--- config.mk ---
export PLATFORM = sky130hd
export DESIGN_NAME = eth_mac_stats
export DESIGN_NICKNAME = d
export VERILOG_FILES = /design/src/rtl/eth_mac_stats_pkg.sv /design/src/rtl/eth_stat_cnt.sv /design/src/rtl/eth_mac_stats.sv
export SDC_FILE = /design/constraint.sdc
export NUM_CORES = 1
export LEC_CHECK = 0
export CAP_MARGIN = 20
export CORE_MARGIN = 4
export CORE_UTILIZATION = 40
export CTS_CLUSTER_DIAMETER = 50
export DETAILED_ROUTE_END_ITERATION = 7
export PLACE_DENSITY = 0.57
export SYNTH_ARGS = -nofsm -noshare
export SYNTH_HDL_FRONTEND = slang
export SYNTH_SLANG_ARGS = --single-unit
--- constraint.sdc ---
create_clock -name clk156 -period 4.1 [get_ports clk156]
set_clock_uncertainty 0.1 [all_clocks]
set_input_delay 0.82 -clock clk156 [delete_from_list [all_inputs] [get_ports clk156]]
set_output_delay 0.82 -clock clk156 [all_outputs]
set_load 0.1 [all_outputs]
--- src/rtl/eth_mac_stats_pkg.sv ---
// Shared constants for the 10G MAC statistics-vector decoder and counter bank.
package eth_mac_stats_pkg;

    localparam int unsigned RX_VEC_W = 30;
    localparam int unsigned TX_VEC_W = 26;
    localparam int unsigned LEN_W    = 14;
    localparam int unsigned RD_W     = 64;
    localparam int unsigned ADDR_W   = 4;

    // RX statistics vector bit positions
    localparam int unsigned RX_GOOD_BIT  = 0;
    localparam int unsigned RX_BAD_BIT   = 1;
    localparam int unsigned RX_FCS_BIT   = 2;
    localparam int unsigned RX_BCAST_BIT = 3;
    localparam int unsigned RX_MCAST_BIT = 4;
    localparam int unsigned RX_VLAN_BIT  = 7;
    localparam int unsigned RX_LEN_LSB   = 15;

    // TX statistics vector bit positions
    localparam int unsigned TX_GOOD_BIT = 0;
    localparam int unsigned TX_BAD_BIT  = 1;
    localparam int unsigned TX_LEN_LSB  = 5;

    // Frame-counter slots inside the counter bank
    localparam int unsigned NUM_FRM_CNT = 8;
    localparam logic [2:0]  FC_RX_GOOD  = 3'd0;
    localparam logic [2:0]  FC_RX_BAD   = 3'd1;
    localparam logic [2:0]  FC_RX_FCS   = 3'd2;
    localparam logic [2:0]  FC_RX_BCAST = 3'd3;
    localparam logic [2:0]  FC_RX_MCAST = 3'd4;
    localparam logic [2:0]  FC_RX_VLAN  = 3'd5;
    localparam logic [2:0]  FC_TX_GOOD  = 3'd6;
    localparam logic [2:0]  FC_TX_BAD   = 3'd7;

    // Read-port address map
    localparam logic [ADDR_W-1:0] ADDR_RX_GOOD  = 4'd0;
    localparam logic [ADDR_W-1:0] ADDR_RX_BAD   = 4'd1;
    localparam logic [ADDR_W-1:0] ADDR_RX_FCS   = 4'd2;
    localparam logic [ADDR_W-1:0] ADDR_RX_BCAST = 4'd3;
    localparam logic [ADDR_W-1:0] ADDR_RX_MCAST = 4'd4;
    localparam logic [ADDR_W-1:0] ADDR_RX_VLAN  = 4'd5;
    localparam logic [ADDR_W-1:0] ADDR_RX_BYTES = 4'd6;
    localparam logic [ADDR_W-1:0] ADDR_TX_GOOD  = 4'd7;
    localparam logic [ADDR_W-1:0] ADDR_TX_BAD   = 4'd8;
    localparam logic [ADDR_W-1:0] ADDR_TX_BYTES = 4'd9;

    // Decoded RX event; good is already resolved against bad
    typedef struct packed {
        logic             good;
        logic             bad;
        logic             fcs;
        logic             bcast;
        logic             mcast;
        logic             vlan;
        logic [LEN_W-1:0] len;
    } rx_dec_t;

    // Decoded TX event; good is already resolved against bad
    typedef struct packed {
        logic             good;
        logic             bad;
        logic [LEN_W-1:0] len;
    } tx_dec_t;

endpackage

--- src/rtl/eth_stat_cnt.sv ---
// Saturating up-counter; clear loads the same-cycle increment so no event is lost.
module eth_stat_cnt #(
    parameter int unsigned WIDTH = 32,
    parameter int unsigned INC_W = 1
) (
    input  logic             i_clk,
    input  logic             i_rst_n,
    input  logic             i_clr,
    input  logic [INC_W-1:0] i_inc,
    output logic [WIDTH-1:0] o_cnt
);

    localparam int unsigned SUM_W = WIDTH + 1;

    logic [WIDTH-1:0] r_cnt;
    logic [SUM_W-1:0] w_sum;
    logic [WIDTH-1:0] w_next;

    // Clamp the sum at all-ones; on clear only the new increment survives
    always_comb begin
        w_sum  = SUM_W'(r_cnt) + SUM_W'(i_inc);
        w_next = w_sum[WIDTH] ? '1 : w_sum[WIDTH-1:0];
        if (i_clr) begin
            w_next = WIDTH'(i_inc);
        end
    end

    // Counter register
    always_ff @(posedge i_clk) begin
        if (!i_rst_n) begin
            r_cnt <= '0;
        end else begin
            r_cnt <= w_next;
        end
    end

    assign o_cnt = r_cnt;

endmodule

--- src/rtl/eth_mac_stats.sv ---
// Decodes MAC RX/TX statistics vectors into saturating counters with a snapshot read port.
module eth_mac_stats
    import eth_mac_stats_pkg::*;
#(
    parameter int unsigned CNT_W         = 32,
    parameter int unsigned BYTE_W        = 48,
    parameter bit          CLEAR_ON_SNAP = 1'b1
) (
    input  logic                clk156,
    input  logic                sys_rst_n,
    input  logic [RX_VEC_W-1:0] rx_statistics_vector,
    input  logic                rx_statistics_valid,
    input  logic [TX_VEC_W-1:0] tx_statistics_vector,
    input  logic                tx_statistics_valid,
    input  logic                snap_req,
    output logic                snap_ack,
    input  logic                rd_en,
    input  logic [ADDR_W-1:0]   rd_addr,
    output logic [RD_W-1:0]     rd_data,
    output logic                rd_valid
);

    rx_dec_t                 w_rx_dec;
    tx_dec_t                 w_tx_dec;
    rx_dec_t                 r_rx;
    tx_dec_t                 r_tx;
    logic                    r_rx_vld;
    logic                    r_tx_vld;
    logic                    w_clr;
    logic [NUM_FRM_CNT-1:0]  w_frm_inc;
    logic [LEN_W-1:0]        w_rx_byte_inc;
    logic [LEN_W-1:0]        w_tx_byte_inc;
    logic [CNT_W-1:0]        w_frm_cnt [NUM_FRM_CNT];
    logic [BYTE_W-1:0]       w_rx_bytes;
    logic [BYTE_W-1:0]       w_tx_bytes;
    logic [CNT_W-1:0]        r_shd_frm [NUM_FRM_CNT];
    logic [BYTE_W-1:0]       r_shd_rx_bytes;
    logic [BYTE_W-1:0]       r_shd_tx_bytes;
    logic [RD_W-1:0]         w_rd_mux;
    logic [RD_W-1:0]         r_rd_data;
    logic                    r_rd_valid;
    logic                    r_snap_ack;
    logic                    w_unused_vec_bits;

    // Reserved vector bits carry no counted information
    assign w_unused_vec_bits = ^{rx_statistics_vector[29], rx_statistics_vector[14:8],
                                 rx_statistics_vector[6:5], tx_statistics_vector[25:19],
                                 tx_statistics_vector[4:2]};

    // Field decode; a vector flagged both good and bad counts only as bad
    always_comb begin
        w_rx_dec       = '0;
        w_rx_dec.bad   = rx_statistics_vector[RX_BAD_BIT];
        w_rx_dec.good  = rx_statistics_vector[RX_GOOD_BIT] & ~rx_statistics_vector[RX_BAD_BIT];
        w_rx_dec.fcs   = rx_statistics_vector[RX_FCS_BIT];
        w_rx_dec.bcast = rx_statistics_vector[RX_BCAST_BIT];
        w_rx_dec.mcast = rx_statistics_vector[RX_MCAST_BIT];
        w_rx_dec.vlan  = rx_statistics_vector[RX_VLAN_BIT];
        w_rx_dec.len   = rx_statistics_vector[RX_LEN_LSB +: LEN_W];
        w_tx_dec       = '0;
        w_tx_dec.bad   = tx_statistics_vector[TX_BAD_BIT];
        w_tx_dec.good  = tx_statistics_vector[TX_GOOD_BIT] & ~tx_statistics_vector[TX_BAD_BIT];
        w_tx_dec.len   = tx_statistics_vector[TX_LEN_LSB +: LEN_W];
    end

    // Stage 1: register qualifiers and decoded fields
    always_ff @(posedge clk156) begin
        if (!sys_rst_n) begin
            r_rx_vld <= 1'b0;
            r_tx_vld <= 1'b0;
            r_rx     <= '0;
            r_tx     <= '0;
        end else begin
            r_rx_vld <= rx_statistics_valid;
            r_tx_vld <= tx_statistics_valid;
            r_rx     <= w_rx_dec;
            r_tx     <= w_tx_dec;
        end
    end

    // Stage 2 increments; bytes accumulate for good frames only
    always_comb begin
        w_frm_inc              = '0;
        w_frm_inc[FC_RX_GOOD]  = r_rx_vld & r_rx.good;
        w_frm_inc[FC_RX_BAD]   = r_rx_vld & r_rx.bad;
        w_frm_inc[FC_RX_FCS]   = r_rx_vld & r_rx.fcs;
        w_frm_inc[FC_RX_BCAST] = r_rx_vld & r_rx.bcast;
        w_frm_inc[FC_RX_MCAST] = r_rx_vld & r_rx.mcast;
        w_frm_inc[FC_RX_VLAN]  = r_rx_vld & r_rx.vlan;
        w_frm_inc[FC_TX_GOOD]  = r_tx_vld & r_tx.good;
        w_frm_inc[FC_TX_BAD]   = r_tx_vld & r_tx.bad;
        w_rx_byte_inc          = (r_rx_vld && r_rx.good) ? r_rx.len : '0;
        w_tx_byte_inc          = (r_tx_vld && r_tx.good) ? r_tx.len : '0;
    end

    assign w_clr = snap_req && CLEAR_ON_SNAP;

    // Live frame counters
    for (genvar g = 0; g < NUM_FRM_CNT; g++) begin : g_frm
        eth_stat_cnt #(
            .WIDTH (CNT_W),
            .INC_W (1)
        ) u_cnt (
            .i_clk   (clk156),
            .i_rst_n (sys_rst_n),
            .i_clr   (w_clr),
            .i_inc   (w_frm_inc[g]),
            .o_cnt   (w_frm_cnt[g])
        );
    end

    // Live RX byte counter
    eth_stat_cnt #(
        .WIDTH (BYTE_W),
        .INC_W (LEN_W)
    ) u_rx_bytes (
        .i_clk   (clk156),
        .i_rst_n (sys_rst_n),
        .i_clr   (w_clr),
        .i_inc   (w_rx_byte_inc),
        .o_cnt   (w_rx_bytes)
    );

    // Live TX byte counter
    eth_stat_cnt #(
        .WIDTH (BYTE_W),
        .INC_W (LEN_W)
    ) u_tx_bytes (
        .i_clk   (clk156),
        .i_rst_n (sys_rst_n),
        .i_clr   (w_clr),
        .i_inc   (w_tx_byte_inc),
        .o_cnt   (w_tx_bytes)
    );

    // Shadow bank copies live values as they stood before this edge's update
    always_ff @(posedge clk156) begin
        if (!sys_rst_n) begin
            r_shd_frm      <= '{default: '0};
            r_shd_rx_bytes <= '0;
            r_shd_tx_bytes <= '0;
            r_snap_ack     <= 1'b0;
        end else begin
            r_snap_ack <= snap_req;
            if (snap_req) begin
                r_shd_frm      <= w_frm_cnt;
                r_shd_rx_bytes <= w_rx_bytes;
                r_shd_tx_bytes <= w_tx_bytes;
            end
        end
    end

    // Address decode over the shadow bank, zero-extended
    always_comb begin
        w_rd_mux = '0;
        case (rd_addr)
            ADDR_RX_GOOD:  w_rd_mux = RD_W'(r_shd_frm[FC_RX_GOOD]);
            ADDR_RX_BAD:   w_rd_mux = RD_W'(r_shd_frm[FC_RX_BAD]);
            ADDR_RX_FCS:   w_rd_mux = RD_W'(r_shd_frm[FC_RX_FCS]);
            ADDR_RX_BCAST: w_rd_mux = RD_W'(r_shd_frm[FC_RX_BCAST]);
            ADDR_RX_MCAST: w_rd_mux = RD_W'(r_shd_frm[FC_RX_MCAST]);
            ADDR_RX_VLAN:  w_rd_mux = RD_W'(r_shd_frm[FC_RX_VLAN]);
            ADDR_RX_BYTES: w_rd_mux = RD_W'(r_shd_rx_bytes);
            ADDR_TX_GOOD:  w_rd_mux = RD_W'(r_shd_frm[FC_TX_GOOD]);
            ADDR_TX_BAD:   w_rd_mux = RD_W'(r_shd_frm[FC_TX_BAD]);
            ADDR_TX_BYTES: w_rd_mux = RD_W'(r_shd_tx_bytes);
            default:       w_rd_mux = '0;
        endcase
    end

    // Registered read port; data holds between reads
    always_ff @(posedge clk156) begin
        if (!sys_rst_n) begin
            r_rd_valid <= 1'b0;
            r_rd_data  <= '0;
        end else begin
            r_rd_valid <= rd_en;
            if (rd_en) begin
                r_rd_data <= w_rd_mux;
            end
        end
    end

    assign snap_ack = r_snap_ack;
    assign rd_valid = r_rd_valid;
    assign rd_data  = r_rd_data;

endmodule

# Word level (Yosys, flattened, before mapping)
# Cells that the tools add are included.
# W data, S select, Z words.
[totals]
wordCells = 104
input_bits = 66
output_inout_bits = 66
reg_bits = 808
[classes]
add_sub_neg = 10
mux = 23
reduce_logical = 4
bitwise = 13
eq_ne = 9
[ops]
columns = ["op", "n"]
rows = [
  ["$pmux W48 S10", 1],
  ["$add A32 B1 Y33", 8],
  ["$mux W32", 8],
  ["$add A48 B14 Y49", 2],
  ["$mux W48", 2],
  ["$mux W14", 4],
  ["$eq A4 B3 Y1 const B", 4],
  ["$and A1 B1 Y1", 10],
  ["$eq A4 B2 Y1 const B", 2],
  ["$eq A4 B4 Y1 const B", 2],
  ["$mux W1", 8],
  ["$eq A4 B1 Y1 const B", 1],
  ["$logic_not A4 Y1", 1],
  ["$not A1 Y1", 3],
  ["$logic_and A1 B1 Y1", 2],
  ["$reduce_or A2 Y1", 1],
]

# Depth between registers and ports, before layout
# Gate-level depths: netlist (run 1).
[logic_depth]
depth_word = 5
depth_mapped = 14
ltp_nobuf = 10

# Cells and area by module
# A second synthesis (run 1) with hierarchy kept.
[hier_totals]
hier_cells = 4017
area_unflattened_um2 = 38500.7
[modules_own_cells]
columns = ["mod", "seq_area_each_um2", "area_each_um2", "cells_each", "instances"]
rows = [
  ["eth_mac_stats", 8808.4, 19269.7, 1811, 1],
  ["eth_stat_cnt (g_frm[0].u_cnt ...)", 640.6, 1694.1, 192, 8],
  ["eth_stat_cnt (u_rx_bytes ...)", 960.9, 2839.0, 335, 2],
]

# Least setup slack after synthesis (run 1)
# OpenSTA, ideal clock, no wires.
[synth_path]
path_kind = "flip-flop to flip-flop"
start = "register r_rx[19] in the netlist's numbering"
end = "register u_rx_bytes.r_cnt[2] (netlist: u_rx_bytes.o_cnt[2])"
path_buffers = 3
period_less_slack_ps = 3085
required_time_ps = 3886
arrival_ps = 2871
setup_slack_ps = 1015
setup_ps = 114
path_stages_with_launch = 14
path_cell_list = "dfxtp_1 > clkbuf_1 > and3_1 > ha_1 > fa_1 > a211oi_1 > o21ai_0 > o2111a_1 > or2_2 > buf_2 > nand4b_2 > buf_4 > a21oi_1 > a21o_1"
[synth_between]
elab_chain_cells = 5
[synth_lines]
columns = ["item", "line", "text"]
rows = [
  ["from (decl)", "eth_mac_stats.sv:25", "rx_dec_t r_rx;"],
  ["from (signal assigned)", "eth_mac_stats.sv:76", "r_rx <= w_rx_dec;"],
  ["$logic_and A1 B1 Y1 *", "eth_mac_stats.sv:92", "w_rx_byte_inc = (r_rx_vld && r_rx.good) ? r_rx.len : '0;"],
  ["$mux W14 *", "eth_mac_stats.sv:92", ""],
  ["$add A48 B14 Y49", "eth_stat_cnt.sv:21", "w_sum = SUM_W'(r_cnt) + SUM_W'(i_inc);"],
  ["$mux W48", "eth_stat_cnt.sv:22", "w_next = w_sum[WIDTH] ? '1 : w_sum[WIDTH-1:0];"],
  ["$mux W14 *", "eth_stat_cnt.sv:23", "if (i_clr) begin"],
  ["to (signal assigned)", "eth_stat_cnt.sv:33", "r_cnt <= w_next;"],
  ["to (decl)", "eth_stat_cnt.sv:15", "logic [WIDTH-1:0] r_cnt;"],
]
# Mark *: on every way between the ends. The rest lies on a longest branch, timed or not.
# A chain may end at the register's enable or synchronous reset.

# Final worst setup path (run 1)
[layout_path]
start = "register r_rx_vld"
end = "register u_rx_bytes.r_cnt[11] (netlist: u_rx_bytes.o_cnt[11])"
[layout_between]
elab_chain_cells = 5
[layout_lines]
columns = ["item", "line", "text"]
rows = [
  ["from (decl)", "eth_mac_stats.sv:27", "logic r_rx_vld;"],
  ["from (signal assigned)", "eth_mac_stats.sv:74", "r_rx_vld <= rx_statistics_valid;"],
  ["$logic_and A1 B1 Y1 *", "eth_mac_stats.sv:92", ""],
  ["$mux W14 *", "eth_mac_stats.sv:92", ""],
  ["$add A48 B14 Y49", "eth_stat_cnt.sv:21", ""],
  ["$mux W48", "eth_stat_cnt.sv:22", ""],
  ["$mux W14 *", "eth_stat_cnt.sv:23", ""],
]
# Marks and branches as above.

==> out/summary.txt, run 1 <==
Setup CP Type = reg2reg
Placed Cells = 4,766
Mapped Avg Cell Area = 9.592 µm²
Share of cells above drive strength 1 = 0.08395
Setup_tns = 0 ps
Final Instance Count excl. Fillers = 4,956
Initial Util = 0.4041
Worst min path class = reg2reg
Unrepaired setup endpoints after global routing = no
Netlist Area Pre-Place = 35,160 µm²
CP max stage delay = 450 ps
CP cell instances = and3_1, ha_1, fa_1, a211oi_1, o21ai_0, o2111a_1, or2_2, nand4b_2, nand2_1, o221a_2
CP Launch Type = flip-flop
Final wirelength = 101,900 µm
Final Cycle Share = 0.8753
Post_cts resized = 0
Synth cell types = 85
CTS tree = yes
WHS = 383.6 ps
Die width = 304.5 µm
TritonCTS Buffers = 102
Vias per std cell = 5.376
Rel. slew slack = 0.3009
Simple-Gate Fraction of Synth Area = 0.1889
Pins Over Slew Limit = 0
H-tree Lvls = 3
Status = finished clean
Critical Path Fanout Max = 18
Post-Synth XOR/XNOR Area = 0.05953
Initial drt markers = 1,983
Worst path required time = 4520 ps
Largest family of logic cells by synthesized area = simple AND/OR/NAND/NOR gates
Maxcap violations = 0
Core area = 87,020 µm²
Critical Path End Type = flip-flop
Pleak = 15.08 nW
Die Span Y = 304.5 µm
Compound-cell area share of the yosys netlist = 0.1433
Setup Viol. Count Final = 0
Fmax = 0.2787 GHz
Most common cell after layout, fill and taps aside = dfxtp_1
Post-Synth Adder-Cell Area = 0.01679
Share of the synthesized area in the top cell type = 0.4509
Via count = 26,640
GR Overflow Total = 0
Clk root buf = clkbuf_16
Most frequent cells in the layout = dfxtp_1, nor2b_1, mux2i_1
Pin count of the biggest net entering global routing = 151
Remaining DRCs = 0
Gate Count Post-Synth = 3,666
Post-synth ARST share = 0
GRT Overall Usage = 0.2127
First-pass GRT wire length = 156,100 µm
# fillers = 8,255
Detailed Routing Iterations Pass 1 = 5
Vias in the first global route = 25,350
Number of synthesized flops with an enable pin = 0
RePlAce Congestion = 0.8502
Largest delay share family, worst path = simple AND/OR/NAND/NOR gates
Dominant cells by area after synthesis = dfxtp_1, mux2i_1, nor2b_1
Synth warnings = 0
Antenna violations before repair = 5
Clock tree buffer depth = 3
Clock Latency Late Sink = 650 ps
Multiplexer area fraction after synthesis = 0.1048
# IOs = 132
Flops & latches, synth = 792
Final #Nets = 3,827
Wire length per cell = 20.57 µm
Seq/Total Area, Yosys = 0.4509
Clk slew on worst S/H paths = 60 ps
P per Cell Area = 431.3 nW/µm²
Final Hold Fails = 0
HPWL Detailed = 70,240 µm
Peak supply drop = 0.0002867 V
Post-CTS setup buffer count = 0
FP Rows = 108
P&R area growth vs syn = 16.62%
Post-synth top area cell = dfxtp_1
Post-DRT Antenna Nets = 0
Area of the multi-input gates = 18,180 µm²
Port bufs = 95
Top FF cell, synth = dfxtp_1
Worst-margin pin slew = 1045 ps
WP buf/inv = 0
Min Tclk post-route = 3589 ps
Clock tree sinks = 792
Critical path's slowest cell = dfxtp_1
Cts hold-fix bufs = 0
Area occupied by registers = 15,860 µm²
CP arrival = 4000 ps
Die area = 92,720 µm²
worst reg2reg max path: cells and delay by family (launching register included):
kind / cells / cell delay [ps]
fa+ha+maj: 2 / 640
flops: 1 / 450
simple gates: 4 / 1260
compound gates: 4 / 1050
synth_stat cells (5+ instances only):
master and n:
xnor2_1 101, o21ai_0 54, nand4_1 52, o21a_1 42, a31o_2 5, a211oi_1 12
o2111ai_1 5, or2_2 10, nor3_1 52, a21o_1 14, o22ai_1 17, or3_1 10
and4_1 36, buf_1 37, or4_1 5, nand3_1 125, a22o_1 64, nand2_1 145
a22oi_1 48, o211a_1 10, ha_1 44, a21oi_1 281, and2_1 77, nor2b_1 388
buf_2 9, nor2_1 119, dfxtp_1 792, mux2i_1 367, clkbuf_1 173, inv_1 61
a31oi_1 80, xor2_1 138, nor4_1 8, nand2b_1 10, buf_4 18, a221oi_1 65
buf_6 5, and3_1 97, o221a_2 10
registers in the layout (all words and copies together) (netlist names), 16 cells and up:
| signal | flops |
|---|---|
| r_shd_rx_bytes | 48 |
| r_shd_tx_bytes | 48 |
| r_tx | 16 |
| rd_data | 48 |
| u_rx_bytes.o_cnt | 48 |
| r_rx | 20 |
| r_shd_frm | 256 |
| g_frm.u_cnt.o_cnt | 256 |
| u_tx_bytes.o_cnt | 48 |
report_power, final:
group	internal (mW)	switching, mW	total, mW
Combinational	0.260	0.449	0.710
Clock	5.69	3.50	9.19
Sequential	7.75	0.0403	7.79
Total	13.7	3.99	17.7
per-stage QoR:
stage,setup WS (ps),total power [mW],utilization,cell area [µm²]
floorplan,1015,8.435,-,35220
global placement,558.4,8.668,0.4306,37470
detailed placement,548.5,8.667,0.4306,37470
CTS,573.0,17.88,0.4712,41010
global route,366.7,18.24,0.4712,41010
finish,511.4,17.69,0.4712,41010
final timing paths:
kind | from | end | slack, ps | cells after the start
worst max register to register | r_rx_vld | u_rx_bytes.o_cnt[11] | 510 | 10
worst min register to register | g_frm[2].u_cnt.o_cnt[23] | g_frm[2].u_cnt.o_cnt[23] | 380 | 1
worst min-delay path | g_frm[2].u_cnt.o_cnt[23] | g_frm[2].u_cnt.o_cnt[23] | 380 | 1
worst max-delay path | r_rx_vld | u_rx_bytes.o_cnt[11] | 510 | 10
routing by layer:
metal / up-vias / routed length [µm] / global-route usage
met5: - / 0 / 0
met4: 0 / 3760 / 0.08258
met3: 152 / 4985 / 0.02729
met2: 594 / 44390 / 0.3224
met1: 12690 / 48790 / 0.3080
li1: 13210 / - / -
cell families after synthesis:
| kind of cell | Yosys count |
|---|---|
| and+or+nand+nor | 1168 |
| DFF | 792 |
| AOI/OAI and AO/OA | 749 |
| muxes | 368 |
| buffers and inverters | 303 |
| xor gates and xnor gates | 239 |
| adders and majority gates | 46 |
| other | 1 |
area by class of cell:
type | count | area share
Sequential cell | 792 | 0.3866
Inverter | 61 | 0.005584
Clock inverter | 48 | 0.01400
Clock buffer | 141 | 0.07222
Antenna cell | 1 | 0.00006102
Timing Repair Buffer | 172 | 0.04290
Tap cell | 1155 | 0.03524
Multi-Input combinational cell | 2586 | 0.4434
No activity file was read; power rests on OpenSTA's default activity.
==> run 2, diff against run 1 <==
--- a/config.mk
+++ b/config.mk
@@ -11,6 +11,7 @@
 export CTS_CLUSTER_DIAMETER = 50
 export DETAILED_ROUTE_END_ITERATION = 7
 export PLACE_DENSITY = 0.57
+export SLEW_MARGIN = 30
 export SYNTH_ARGS = -nofsm -noshare
 export SYNTH_HDL_FRONTEND = slang
 export SYNTH_SLANG_ARGS = --single-unit
==> run 2 against run 1 <==
Compared with the run above:
- die area unchanged
- power is 1.2% higher
- count of clock-buffer cells in the layout is 1 lower
- fmax up 1.2%
- non-clock buffer count is the same
- hold slack improved by 3.8 ps
- final cell count about the same
- setup slack better by 41 ps
- global-route usage about the same
- wire length barely moved
==> out/summary.txt, run 2 (synthesis gave the netlist of run 1 again) <==
Status = finished clean
Worst path required time = 4560 ps (+40 ps)
Most common cell after layout, fill and taps aside = dfxtp_1
Vias in the first global route = 25,250 (-0.39%)
Die width = 304.5 µm (unchanged)
# fillers = 8,311 (+0.68%)
Die area = 92,720 µm² (unchanged)
Setup Viol. Count Final = 0 (unchanged)
Final #Nets = 3,830 (+0.078%)
P&R area growth vs syn = 16.78%
Most frequent cells in the layout = dfxtp_1, nor2b_1, mux2i_1
Rel. slew slack = 0.3118 (+0.01092)
Vias per std cell = 5.393 (+0.32%)
Clk slew on worst S/H paths = 60 ps (about the same)
Final Hold Fails = 0 (unchanged)
Antenna violations before repair = 5 (unchanged)
TritonCTS Buffers = 105 (+2.9%)
Clock tree sinks = 792 (unchanged)
Clock tree buffer depth = 3 (unchanged)
CP Launch Type = flip-flop
Final wirelength = 101,900 µm (about the same)
Wire length per cell = 20.55 µm (about the same)
GRT Overall Usage = 0.2123 (-0.0004087)
Initial Util = 0.4041 (unchanged)
Pleak = 15.11 nW (+0.20%)
Worst slack at placement = 553.2 ps (+4.671 ps)
Setup_tns = 0 ps (unchanged)
Fmax = 0.2819 GHz (+1.2%)
Min Tclk post-route = 3548 ps (-40.92 ps)
Initial drt markers = 1,889 (-4.7%)
Critical Path Fanout Max = 18 (unchanged)
CTS tree = yes
H-tree Lvls = 3 (unchanged)
Core area = 87,020 µm² (unchanged)
Detailed Routing Iterations Pass 1 = 5 (unchanged)
Peak supply drop = 0.0003347 V (+17%)
CP arrival = 4010 ps (about the same)
Worst-margin pin slew = 1029 ps (-16.32 ps)
Met1 Track Usage GR = 0.3058 (-0.002210)
Via count = 26,740 (+0.36%)
Pins Over Slew Limit = 0 (unchanged)
GR Overflow Total = 0 (unchanged)
Setup slack after layout = 552.3 ps (+40.92 ps)
Setup CP Type = reg2reg
Post-DRT Antenna Nets = 0 (unchanged)
Post_cts resized = 0 (unchanged)
Post-CTS setup buffer count = 0 (unchanged)
Remaining DRCs = 0 (unchanged)
First-pass GRT wire length = 155,600 µm (-0.28%)
Share of cells above drive strength 1 = 0.08338 (-0.0005702)
Clk root buf = clkbuf_16
Worst min path class = reg2reg
HPWL Detailed = 70,380 µm (+0.19%)
# IOs = 132 (unchanged)
Pin count of the biggest net entering global routing = 151 (unchanged)
Port bufs = 95 (unchanged)
Critical Path End Type = flip-flop
FP Rows = 108 (unchanged)
RePlAce Congestion = 0.8502 (unchanged)
Die Span Y = 304.5 µm (unchanged)
Gr busiest metal = met2
P per Cell Area = 435.9 nW/µm² (+1.1%)
Met3 Usage GRT = 0.02791 (+0.0006250)
Grt met2 use = 0.3249 (+0.002526)
Total Power = 17.90 mW (+1.2%)
Unrepaired setup endpoints after global routing = no
Cts hold-fix bufs = 0 (unchanged)
Maxcap violations = 0 (unchanged)
Clock Latency Late Sink = 640 ps (about the same)
Final Cycle Share = 0.8653 (-0.009979)
-- run 2: changes by cell type in the layout (fill, tap and decap cells not counted) --
cell             delta
buf_2               +2
bufinv_16           +4
clkbuf_1            +6
clkbuf_16           +3
clkbuf_8           -10
clkdlybuf4s50_1     -2
clkinv_2            +3
clkinv_4            -3
clkinv_8            +1
inv_6               -2
-- run 2: worst paths after layout --
path | startpoint | to | slack (ps) | depth (start not counted)
max | r_rx_vld | g_frm[3].u_cnt.o_cnt[31] | 550 | 10
min | u_rx_bytes.o_cnt[46] | u_rx_bytes.o_cnt[46] | 390 | 1
min reg2reg | u_rx_bytes.o_cnt[46] | u_rx_bytes.o_cnt[46] | 390 | 1
max reg2reg | r_rx_vld | g_frm[3].u_cnt.o_cnt[31] | 550 | 10
-- run 2: report_power, final --
group | switching, mW | internal [mW] | total, mW
combinational | 0.450 | 0.261 | 0.711
sequential | 0.0413 | 7.75 | 7.79
clock | 3.52 | 5.88 | 9.40
-- run 2: cell type report --
class                      instances  area [µm²]  area share
antenna                            1       2.502  0.00006094
clock buffer                     140        2922     0.07114
clock inverter                    51       681.9     0.01661
inverter                          61       229.0    0.005576
multi-input combinational       2586       18180      0.4427
sequential                       792       15860      0.3861
tap                             1155        1445     0.03519
timing repair buffer             172        1749     0.04259
-- run 2: critical path, cell delays in order, from the launching register on --
cell	delay (ps)
dfxtp_1	590
and2_1	390
ha_1	230
ha_1	200
nand2_1	80
nor2_1	480
nand4_4	260
or4_1	540
inv_1	300
nor3_1	90
a211oi_1	200
-- run 2: layer usage --
metal / routed length [µm] / vias up
met4: 3659 / 2
met1: 49270 / 12740
met2: 44240 / 611
met3: 4712 / 167
met5: 13 / -
li1: - / 13220
-- run 2: metrics by stage --
stage / instance area (µm²) / cells / hold WS (ps) / utilization
after floorplan: 35220 / 3681 / 348.5 / -
after global placement: 37470 / 4766 / 363.0 / 0.4306
after detailed placement: 37460 / 4766 / 375.2 / 0.4305
after CTS: 41060 / 4957 / 389.0 / 0.4719
after global routing: 41060 / 4957 / 417.8 / 0.4719
final: 41070 / 4958 / 387.4 / 0.4719
